--- src/rtl/pipe_ctrl_pkg.sv ---
// Shared constants for the pipeline control unit: exception codes,
// stall vectors and the stall watchdog state encoding.
package pipe_ctrl_pkg;

    localparam logic [31:0] EXC_NONE         = 32'h0000_0000;
    localparam logic [31:0] EXC_INT          = 32'h0000_0001;
    localparam logic [31:0] EXC_SYSCALL      = 32'h0000_0008;
    localparam logic [31:0] EXC_INST_INVALID = 32'h0000_000a;
    localparam logic [31:0] EXC_OV           = 32'h0000_000c;
    localparam logic [31:0] EXC_TRAP         = 32'h0000_000d;
    localparam logic [31:0] EXC_ERET         = 32'h0000_000e;

    // bit0 pc, bit1 if, bit2 id, bit3 ex, bit4 mem, bit5 wb
    localparam logic [5:0] STALL_NONE = 6'b000000;
    localparam logic [5:0] STALL_IF   = 6'b000011;
    localparam logic [5:0] STALL_ID   = 6'b000111;
    localparam logic [5:0] STALL_EX   = 6'b001111;
    localparam logic [5:0] STALL_MEM  = 6'b011111;

    typedef enum logic [1:0] {
        WD_IDLE    = 2'd0,
        WD_COUNT   = 2'd1,
        WD_EXPIRED = 2'd2
    } wd_state_t;

endpackage

--- src/rtl/pipe_ctrl_watchdog.sv ---
// Stall watchdog: counts consecutive stalled cycles and emits a single
// registered pulse when the run length reaches TIMEOUT_CYCLES.
import pipe_ctrl_pkg::*;

module stall_watchdog #(
    parameter int unsigned TIMEOUT_CYCLES = 256
) (
    input  logic clk,
    input  logic rst,
    input  logic req_any,
    input  logic clear,
    output logic timeout
);

    localparam logic [15:0] LIMIT = 16'(TIMEOUT_CYCLES);

    wd_state_t   state;
    wd_state_t   state_nxt;
    logic [15:0] count;
    logic [15:0] count_nxt;
    logic        pulse_nxt;

    always_ff @(posedge clk) begin
        if (rst) begin
            state   <= WD_IDLE;
            count   <= '0;
            timeout <= 1'b0;
        end else begin
            state   <= state_nxt;
            count   <= count_nxt;
            timeout <= pulse_nxt;
        end
    end

    always_comb begin
        state_nxt = state;
        count_nxt = count;
        pulse_nxt = 1'b0;
        if (!req_any || clear) begin
            state_nxt = WD_IDLE;
            count_nxt = '0;
        end else begin
            unique case (state)
                WD_IDLE: begin
                    state_nxt = WD_COUNT;
                    count_nxt = 16'd1;
                end
                WD_COUNT: begin
                    count_nxt = count + 16'd1;
                    if (count_nxt == LIMIT) begin
                        state_nxt = WD_EXPIRED;
                        pulse_nxt = 1'b1;
                    end
                end
                WD_EXPIRED: begin
                    // counter frozen until the stall run ends
                    count_nxt = count;
                end
                default: begin
                    state_nxt = WD_IDLE;
                    count_nxt = '0;
                end
            endcase
        end
    end

endmodule

--- src/rtl/pipe_ctrl.sv ---
// Pipeline control: stall merge, exception flush/redirect, stall watchdog.
// Optional stall/flush performance counters under PIPE_PERF_CNT_EN.
import pipe_ctrl_pkg::*;

module pipe_ctrl #(
    parameter int unsigned TIMEOUT_CYCLES = 256,
    parameter logic [31:0] EXC_VECTOR     = 32'h0000_0020
) (
    input  logic        clk,
    input  logic        rst,
    input  logic        stallreq_from_if,
    input  logic        stallreq_from_id,
    input  logic        stallreq_from_ex,
    input  logic        stallreq_from_mem,
    input  logic [31:0] excepttype_i,
    input  logic [31:0] cp0_epc_i,
    output logic [5:0]  stall,
    output logic        flush,
    output logic [31:0] new_pc,
    output logic        stall_timeout_o,
`ifdef PIPE_PERF_CNT_EN
    output logic [31:0] stall_cycles_o,
    output logic [15:0] flush_count_o,
`endif
    output logic [31:0] last_excepttype_o
);

    logic req_any;

    assign req_any = stallreq_from_if | stallreq_from_id |
                     stallreq_from_ex | stallreq_from_mem;

    always_comb begin
        stall  = STALL_NONE;
        flush  = 1'b0;
        new_pc = '0;
        if (!rst) begin
            if (excepttype_i != EXC_NONE) begin
                flush = 1'b1;
                unique case (excepttype_i)
                    EXC_ERET: new_pc = cp0_epc_i;
                    EXC_INT, EXC_SYSCALL, EXC_INST_INVALID,
                    EXC_OV, EXC_TRAP: new_pc = EXC_VECTOR;
                    default: new_pc = EXC_VECTOR;
                endcase
            end else begin
                // deepest requesting stage wins
                priority case (1'b1)
                    stallreq_from_mem: stall = STALL_MEM;
                    stallreq_from_ex:  stall = STALL_EX;
                    stallreq_from_id:  stall = STALL_ID;
                    stallreq_from_if:  stall = STALL_IF;
                    default:           stall = STALL_NONE;
                endcase
            end
        end
    end

    always_ff @(posedge clk) begin
        if (rst) begin
            last_excepttype_o <= '0;
        end else if (flush) begin
            last_excepttype_o <= excepttype_i;
        end
    end

    stall_watchdog #(
        .TIMEOUT_CYCLES(TIMEOUT_CYCLES)
    ) u_watchdog (
        .clk     (clk),
        .rst     (rst),
        .req_any (req_any),
        .clear   (flush),
        .timeout (stall_timeout_o)
    );

`ifdef PIPE_PERF_CNT_EN
    always_ff @(posedge clk) begin
        if (rst) begin
            stall_cycles_o <= '0;
            flush_count_o  <= '0;
        end else begin
            if (stall[0] && (stall_cycles_o != '1)) begin
                stall_cycles_o <= stall_cycles_o + 32'd1;
            end
            if (flush) begin
                flush_count_o <= flush_count_o + 16'd1;
            end
        end
    end
`endif

endmodule

--- config.mk ---
export PLATFORM = sky130hd
export DESIGN_NAME = pipe_ctrl
export DESIGN_NICKNAME = d
export VERILOG_FILES = /design/src/rtl/pipe_ctrl_pkg.sv /design/src/rtl/pipe_ctrl_watchdog.sv /design/src/rtl/pipe_ctrl.sv
export SDC_FILE = /design/constraint.sdc
export NUM_CORES = 1
export LEC_CHECK = 0
export ABC_AREA = 1
export BUFFER_PORTS_ARGS = -buffer_cell sky130_fd_sc_hd__buf_2
export CORE_UTILIZATION = 35
export CTS_BUF_LIST = sky130_fd_sc_hd__clkbuf_8
export CTS_CLUSTER_SIZE = 16
export DETAILED_ROUTE_END_ITERATION = 8
export GPL_ROUTABILITY_DRIVEN = 0
export PLACE_DENSITY = 0.65
export SETUP_SLACK_MARGIN = 0.2
export SLEW_MARGIN = 20
export SYNTH_ARGS = -nofsm -noshare
export SYNTH_HDL_FRONTEND = slang
export SYNTH_SLANG_ARGS = --single-unit
--- constraint.sdc ---
create_clock -name clk -period 2.1 [get_ports clk]
set_input_delay 0.42 -clock clk [delete_from_list [all_inputs] [get_ports clk]]
set_output_delay 0.42 -clock clk [all_outputs]
set_load 0.05 [all_outputs]
==> results of run 1 <==
[worst reg2reg max path, stage by stage (launching register included)]
cell and delay [ns]:
dfxtp_1 0.38, inv_1 0.08, nor2_1 0.30, nand2_1 0.18, o21ai_1 0.16, nand2_1 0.10, nor2_1 0.09, nand2_1 0.05
nor2_1 0.15, nand3_1 0.10, nand2_1 0.07, inv_1 0.03
[layout make-up]
| type | count | area [sq um] | share of cell area [%] |
|---|---|---|---|
| inverters | 29 | 118.9 | 2.455 |
| clock buffers | 6 | 82.58 | 1.706 |
| clock inverters | 2 | 35.03 | 0.7237 |
| repair buffers | 176 | 1489 | 30.76 |
| flip-flops and latches | 51 | 1022 | 21.12 |
| multi-input cells | 274 | 1973 | 40.76 |
| well taps | 96 | 120.1 | 2.481 |
[stage by stage]
step                      total power (uW)  util (%)  setup TNS [ns]  worst slack [ns]  hold WS (ns)
after floorplan                       1279         -          -6.807           -0.2260        0.4530
after global placement                1432     58.05          -8.745           -0.2753        0.4484
after detailed placement              1437     58.05          -10.23           -0.3252        0.4544
after CTS                             2170     66.86          -5.619           -0.2196        0.3084
after global routing                  2272     69.71          -11.01           -0.3581        0.3164
final                                 2197     69.71          -7.769           -0.2660        0.3040
[cell families (layout without fill, tap and decap cells)]
logic type                 count (synthesis)  after routing  synth area share [%]
AOI/OAI and AO/OA                         45             45                 9.626
other                                      1              1                0.1457
buffers and inverters                     43            213                 6.903
DFF                                       51             51                 39.67
adders and majority gates                  1              1                0.4861
xor gates and xnor gates                   5              5                 1.701
and+or+nand+nor                          222            222                 41.47
[flip-flops by register name, summed over array words and instances (netlist names)]
name	count
last_excepttype_o	32
u_watchdog.timeout	1
u_watchdog.count	16
u_watchdog.state	2
[per-layer routing]
layer | vias up | wire length (um)
met5 | - | 0
met4 | 0 | 227
met3 | 18 | 637
met2 | 125 | 4735
met1 | 1417 | 3676
li1 | 1534 | -
[layout by cell type, fill, tap and decap left out, drive strengths merged]
| master | synthesis | layout |
|---|---|---|
| nor4 | 1 | 1 |
| inv | 28 | 27 |
| buf | 9 | 175 |
| dfxtp | 51 | 51 |
| nand2 | 83 | 83 |
| clkbuf | 5 | 7 |
| nor3 | 3 | 3 |
| ha | 1 | 1 |
| nand3 | 19 | 19 |
| o22ai | 3 | 3 |
| xor2 | 5 | 5 |
| nand3b | 2 | 2 |
| bufinv | 0 | 1 |
| clkinvlp | 0 | 1 |
| nor3b | 31 | 31 |
| nand4 | 7 | 7 |
| a21oi | 26 | 26 |
| conb | 1 | 1 |
| clkinv | 1 | 2 |
| o21ai | 16 | 16 |
| nor2 | 76 | 76 |
[Yosys cell counts]
| cell type | count | area (sq um) |
|---|---|---|
| o21ai_1 | 8 | 40.04 |
| a21oi_1 | 26 | 130.1 |
| xor2_1 | 5 | 43.79 |
| nand2_1 | 83 | 311.6 |
| dfxtp_1 | 51 | 1021 |
| nor2_1 | 71 | 266.5 |
| conb_1 | 1 | 3.750 |
| clkbuf_1 | 5 | 18.77 |
| o21ai_0 | 8 | 40.04 |
| o22ai_2 | 3 | 37.54 |
| nand3_1 | 18 | 90.09 |
| inv_2 | 4 | 15.01 |
| ha_1 | 1 | 12.51 |
| nand4_1 | 7 | 43.79 |
| clkinv_1 | 1 | 3.750 |
| inv_1 | 24 | 90.09 |
| nor4_1 | 1 | 6.260 |
| nor3b_1 | 31 | 232.7 |
| nor2_2 | 1 | 6.260 |
| nor3_1 | 3 | 15.01 |
| nor2_4 | 2 | 22.52 |
| nor2_8 | 2 | 40.04 |
| buf_2 | 7 | 35.03 |
| nand3_4 | 1 | 17.52 |
| buf_4 | 2 | 15.01 |
| nand3b_1 | 2 | 15.01 |
[power by group through the flow]
stage          registers (uW)  clock network (uW)  logic, uW
2_1_floorplan            1150                   0        128
3_3_place_gp             1040                   0        396
3_5_place_dp             1040                   0        400
4_1_cts                  1010                 729        427
5_1_grt                  1020                 772        481
6_report                 1020                 725        457
[worst min path at each step]
stage	start	to	slack [ns]	cells past startpoint
2_1_floorplan	u_watchdog.count[15]	u_watchdog.count[15]	0.45	2
3_3_place_gp	last_excepttype_o[22]	last_excepttype_o[22]	0.45	2
3_5_place_dp	last_excepttype_o[2]	last_excepttype_o[2]	0.45	2
4_1_cts	excepttype_i[16]	last_excepttype_o[16]	0.31	3
5_1_grt	excepttype_i[4]	last_excepttype_o[4]	0.32	3
6_report	excepttype_i[4]	last_excepttype_o[4]	0.30	3
[what timing repair did]
item,CTS,global route
buffers inserted,6,0
gates cloned,2,1
pin swaps,20,36
setup endpoints to repair,38,41
gates resized for setup,111,48
==> impl_metrics.csv, run 1 <==
group,metric,value,unit
sta,final_max_slew_viol_count,0,
setup_path,crit_type,"in -> out",
pwr,max-vdd-ir-drop,0.4922,mV
floorplanning,design.portCount,142,
setup_path,regToRegEndpoint,"u_watchdog.state[0]",
route,vias,3094,
run_status,failing_checks,"setup timing",
route,drc,0,
route,drt_iter0_drcs,98,
finish,finalNetCount,608,
logic_synthesis,yosys_warnings,0,
route,drt-pass1-iter-count,4,
pwr,power-per-cell-area,453.8,nW/um^2
setup_path,rr_worst_depth,11,
run_status,run_status,"finished with violations",
clock_network,ctsHtreeMaxLevel,2,
sta,fmax,0.4227,GHz
setup_path,regToRegStartpoint,"u_watchdog.count[0]",
pwr,power_frac_seq,46.2,%
finish,n_antenna_cell,0,
setup_path,critical-path-slowest-cell,"nor4_4",
global_routing,grt_first_pass_wirelength,13.70,mm
clock_network,cts_buffers,5,
logic_synthesis,synth_cells,368,
setup_path,cpLargestDelayFamily,"simple AND/OR/NAND/NOR gates",
pwr,clock_power_share,33.0,%
setup_path,timing.critical_path.from_type,"input pin",
setup_path,cpMostUsedCell,"buf_6",
sta,fin_crit,2.366,ns
placement,hpwl,6.298,mm
pwr,p_int,1565,uW
clock_network,tritoncts,"done",
sta,rsz0062_at_grt,"yes",
pwr,power.share.combinational,20.8,%
logic_synthesis,yosysUniqueCellTypes,26,
placement,place.detailed.instances,617,
clock_network,clockBufferDepth,2,
setup_path,cp-end-kind,"output port",
global_routing,maximum_number_of_pins_on_one_net_before_global_route_repair,31,
global_routing,grtUsageTotal,22.78,%
pwr,swShare,28.76,%
setup_path,worst_setup_endpoint,"new_pc[30]",
floorplanning,initial_core_util,37.06,%
floorplanning,fp.dieArea,7700,sq um
setup_path,critical-path-max-stage-delay,0.26,ns
route,route.antenna.remaining_nets,0,
run,max_cap_violations,0,
clock_network,clock_insertion_delay_worst_skew,0.30,ns
route,drt_wl_total,9.276,mm
global_routing,use_met1,26.76,%
clock_network,clk_transition_reported_paths,0.09,ns
finish,post_route_cells_drive_above_1_share,50.93,%
logic_synthesis,yosysSeqAreaShare,39.67,%
floorplanning,die_width,87.75,um
placement,placement.io_buffers,140,
clock_network,clk_root_buffer_cell,"clkbuf_8",
floorplanning,core_area,6944,sq um
finish,final_area,4841,sq um
global_routing,antenna_violations_before_repair,0,
sta,setup_ws,-0.2660,ns
logic_synthesis,synth_nets,439,
route,route.detailed.vias_per_inst,4.880,
global_routing,globalRouteMet2Util,40.45,%
logic_synthesis,postSynthRegisterBits,51,
placement,dpl-instance-area,4031,sq um
pwr,static_power_due_to_leakage,0.002219,uW
setup_path,worstPathCellList,"buf_6, nor4_4, nand3_1, nor2_1, nand4_1, buf_6, buf_12, nor3b_4, buf_6",
sta,finalSetupViolations,33,
setup_path,crit_required,1.68,ns
clock_network,cts.hold.buffers_added,0,
global_routing,grt-busiest-layer,"met2",
worst_hold_path,hold_path.class,"in -> reg",
setup_path,reg2reg_setup_slack,0.33,ns
finish,layout-area-overhead-vs-synth,88.09,%
sta,final.setup_skew,0.004676,ns
sta,fin_crit_sh,112.7,%
finish,fill_count,519,
route,route.detailed.wl_per_inst,14.63,um
global_routing,overflow,0,
global_routing,use_met3,5.184,%
pwr,power.net_switching,631.8,uW
logic_synthesis,syn_area,2574,sq um
setup_path,timing.critical_path.arrival,1.95,ns
sta,finalHoldViolations,0,
logic_synthesis,syn-mean-instance-area,6.994,sq um
floorplanning,dieHeight,87.75,um
global_routing,first_global_vias,2859,
setup_path,path_depth,9,
setup_path,worstSetupStartpoint,"excepttype_i[25]",
finish,non_filler_cells_final,634,
setup_path,critPathMaxFanout,8,
setup_path,critical_path.n_buffers_inverters,4,
floorplanning,rows,30,
clock_network,cts.sinks,51,
No activity file was read; power rests on OpenSTA's default activity.
==> inputs of run 2 (changes only) <==
BUFFER_PORTS_ARGS = default   (was -buffer_cell sky130_fd_sc_hd__buf_2)
DONT_BUFFER_PORTS = 1   (was default)
PLACE_DENSITY = default   (was 0.65)
SKIP_CTS_REPAIR_TIMING = 1   (was default)
==> run 2 against run 1 <==
The run still ends with setup timing left. Critical path depth down 1. Fmax grew 8.1%. Register-to-register slack better by 0.07 ns. Highest routed layer unchanged.
==> impl_metrics.csv, run 2 (synthesized netlist as in run 1, its figures left out) <==
group,metric,value,unit
run_status,run_status,"finished with violations",
run_status,failing_checks,"setup timing",
finish,post_route_cells_drive_above_1_share,32.05,%
finish,largest_register,"last_excepttype_o",
sta,final_max_slew_viol_count,0,
clock_network,clk_transition_reported_paths,0.10,ns
pwr,power-per-cell-area,501.1,nW/um^2
pwr,swShare,26.12,%
sta,worstMarginPinSlew,0.5694,ns
pwr,p_int,1546,uW
setup_path,timing.critical_path.arrival,1.77,ns
floorplanning,dieHeight,87.75,um
floorplanning,rows,30,
clock_network,cts_buffers,5,
clock_network,tritoncts,"done",
worst_hold_path,hold_path.class,"in -> reg",
route,drc,0,
pwr,max-vdd-ir-drop,0.4140,mV
finish,mostFrequentLayoutCell,"nand2_1",
setup_path,crit_required,1.68,ns
sta,setup_ws,-0.08817,ns
global_routing,grtUsageTotal,19.09,%
pwr,clock_power_share,38.7,%
finish,final_cell_mix,"79 x nand2_1, 56 x nor2_1, 49 x dfxtp_1, 41 x buf_12, 31 x nor3b_4",
clock_network,clock_insertion_delay_worst_skew,0.31,ns
sta,rsz0062_at_grt,"yes",
setup_path,critPathMaxFanout,8,
finish,n_antenna_cell,0,
global_routing,overflow,0,
global_routing,first_global_vias,2408,
setup_path,timing.critical_path.from_type,"input pin",
pwr,power.net_switching,546.5,uW
global_routing,maximum_number_of_pins_on_one_net_before_global_route_repair,33,
clock_network,cts.sinks,51,
route,drt-pass1-iter-count,4,
finish,layout-area-overhead-vs-synth,62.23,%
placement,placement.io_buffers,0,
pwr,power_frac_seq,54.4,%
finish,finalNetCount,485,
sta,finalHoldViolations,0,
placement,dp_worst_setup_slack,-0.1350,ns
setup_path,crit_type,"in -> out",
placement,dpl-instance-area,3954,sq um
floorplanning,fp.dieArea,7700,sq um
finish,final_area,4175,sq um
floorplanning,core_area,6944,sq um
clock_network,ctsHtreeMaxLevel,2,
placement,hpwl,6.071,mm
floorplanning,design.portCount,142,
sta,final.hold.worst_slack,0.1656,ns
global_routing,grt_first_pass_wirelength,11.54,mm
clock_network,clockBufferDepth,2,
sta,fin_crit,2.188,ns
sta,final.setup_skew,0.005904,ns
clock_network,clk_root_buffer_cell,"clkbuf_8",
sta,fin_crit_sh,104.2,%
route,drt_iter0_drcs,86,
route,vias,2625,
route,route.detailed.vias_per_inst,5.137,
route,route.antenna.remaining_nets,0,
global_routing,antenna_violations_before_repair,0,
sta,slew_headroom,61.99,%
pwr,static_power_due_to_leakage,0.001657,uW
route,route.detailed.wl_per_inst,15.60,um
finish,biggestRegsByFlops,"last_excepttype_o: 32 flops, u_watchdog.count: 16 flops, u_watchdog.state: 2 flops",
finish,post_layout_utilization_of_the_core,60.13,%
finish,number_of_flip_flops_under_the_largest_register_name,32,
route,drt_wl_total,7.972,mm
floorplanning,initial_core_util,37.06,%
sta,fmax,0.4570,GHz
setup_path,cp-end-kind,"output port",
run,max_cap_violations,0,
floorplanning,die_width,87.75,um
sta,finalSetupViolations,31,
pwr,power.share.combinational,7.0,%
run 2: cell types whose count changed in the layout (fill, tap and decap cells not counted), moves of 2 or more:
cell,change
buf_6,-53
buf_4,-9
nand3_1,+2
buf_2,-88
nand3_2,-2
nor2_1,+11
buf_8,-6
nand2_2,-2
nor2_4,-13
buf_12,+35
nand2_1,+4
nor2_2,+2
buf_16,-2
run 2: final timing paths:
kind	start	endpoint	slack [ns]	cells past startpoint
worst min-delay path	rst	last_excepttype_o[21]	0.17	1
worst min register to register	u_watchdog.count[1]	u_watchdog.count[1]	0.48	2
worst max-delay path	excepttype_i[26]	new_pc[1]	-0.09	8
worst max register to register	u_watchdog.count[1]	u_watchdog.state[0]	0.40	12
run 2: through the flow:
stage / total power, uW / setup TNS (ns) / cells
after CTS: 2102 / -3.824 / 508
final: 2092 / -2.131 / 511
after floorplan: 1279 / -6.807 / 368
after global placement: 1303 / -3.324 / 500
after global routing: 2161 / -5.015 / 511
after detailed placement: 1306 / -3.741 / 500
run 2: power groups by stage:
| stage | Sequential, uW | Combinational [uW] | Clock [uW] |
|---|---|---|---|
| 2_1_floorplan | 1150 | 128 | 0 |
| 3_3_place_gp | 1160 | 142 | 0 |
| 3_5_place_dp | 1160 | 146 | 0 |
| 4_1_cts | 1140 | 146 | 819 |
| 5_1_grt | 1140 | 157 | 863 |
| 6_report | 1140 | 146 | 809 |
run 2: worst max-delay path, stage by stage:
cell and delay (ns):
nor4_4 0.26, nand3_1 0.12, nor2_1 0.12, nand4_1 0.11, buf_6 0.15, clkbuf_16 0.18
nor3b_4 0.23, buf_12 0.17
run 2: cell type report:
| cell class | instances | area [sq um] |
|---|---|---|
| clock buffer | 5 | 68.82 |
| clock inverter | 3 | 67.56 |
| fill | 606 | 2769 |
| inverter | 29 | 118.9 |
| multi-input combinational | 274 | 1837 |
| sequential | 51 | 1023 |
| tap | 96 | 120.1 |
| timing repair buffer | 53 | 939.7 |
run 2: metal layers:
| metal | track usage (%) | up-vias | part of all wire (%) |
|---|---|---|---|
| met5 | 0 | - | 0 |
| met1 | 23.25 | 1209 | 41 |
| met4 | 5.365 | 0 | 1.1 |
| li1 | - | 1288 | - |
| met2 | 32.77 | 118 | 49 |
| met3 | 5.467 | 10 | 8.6 |
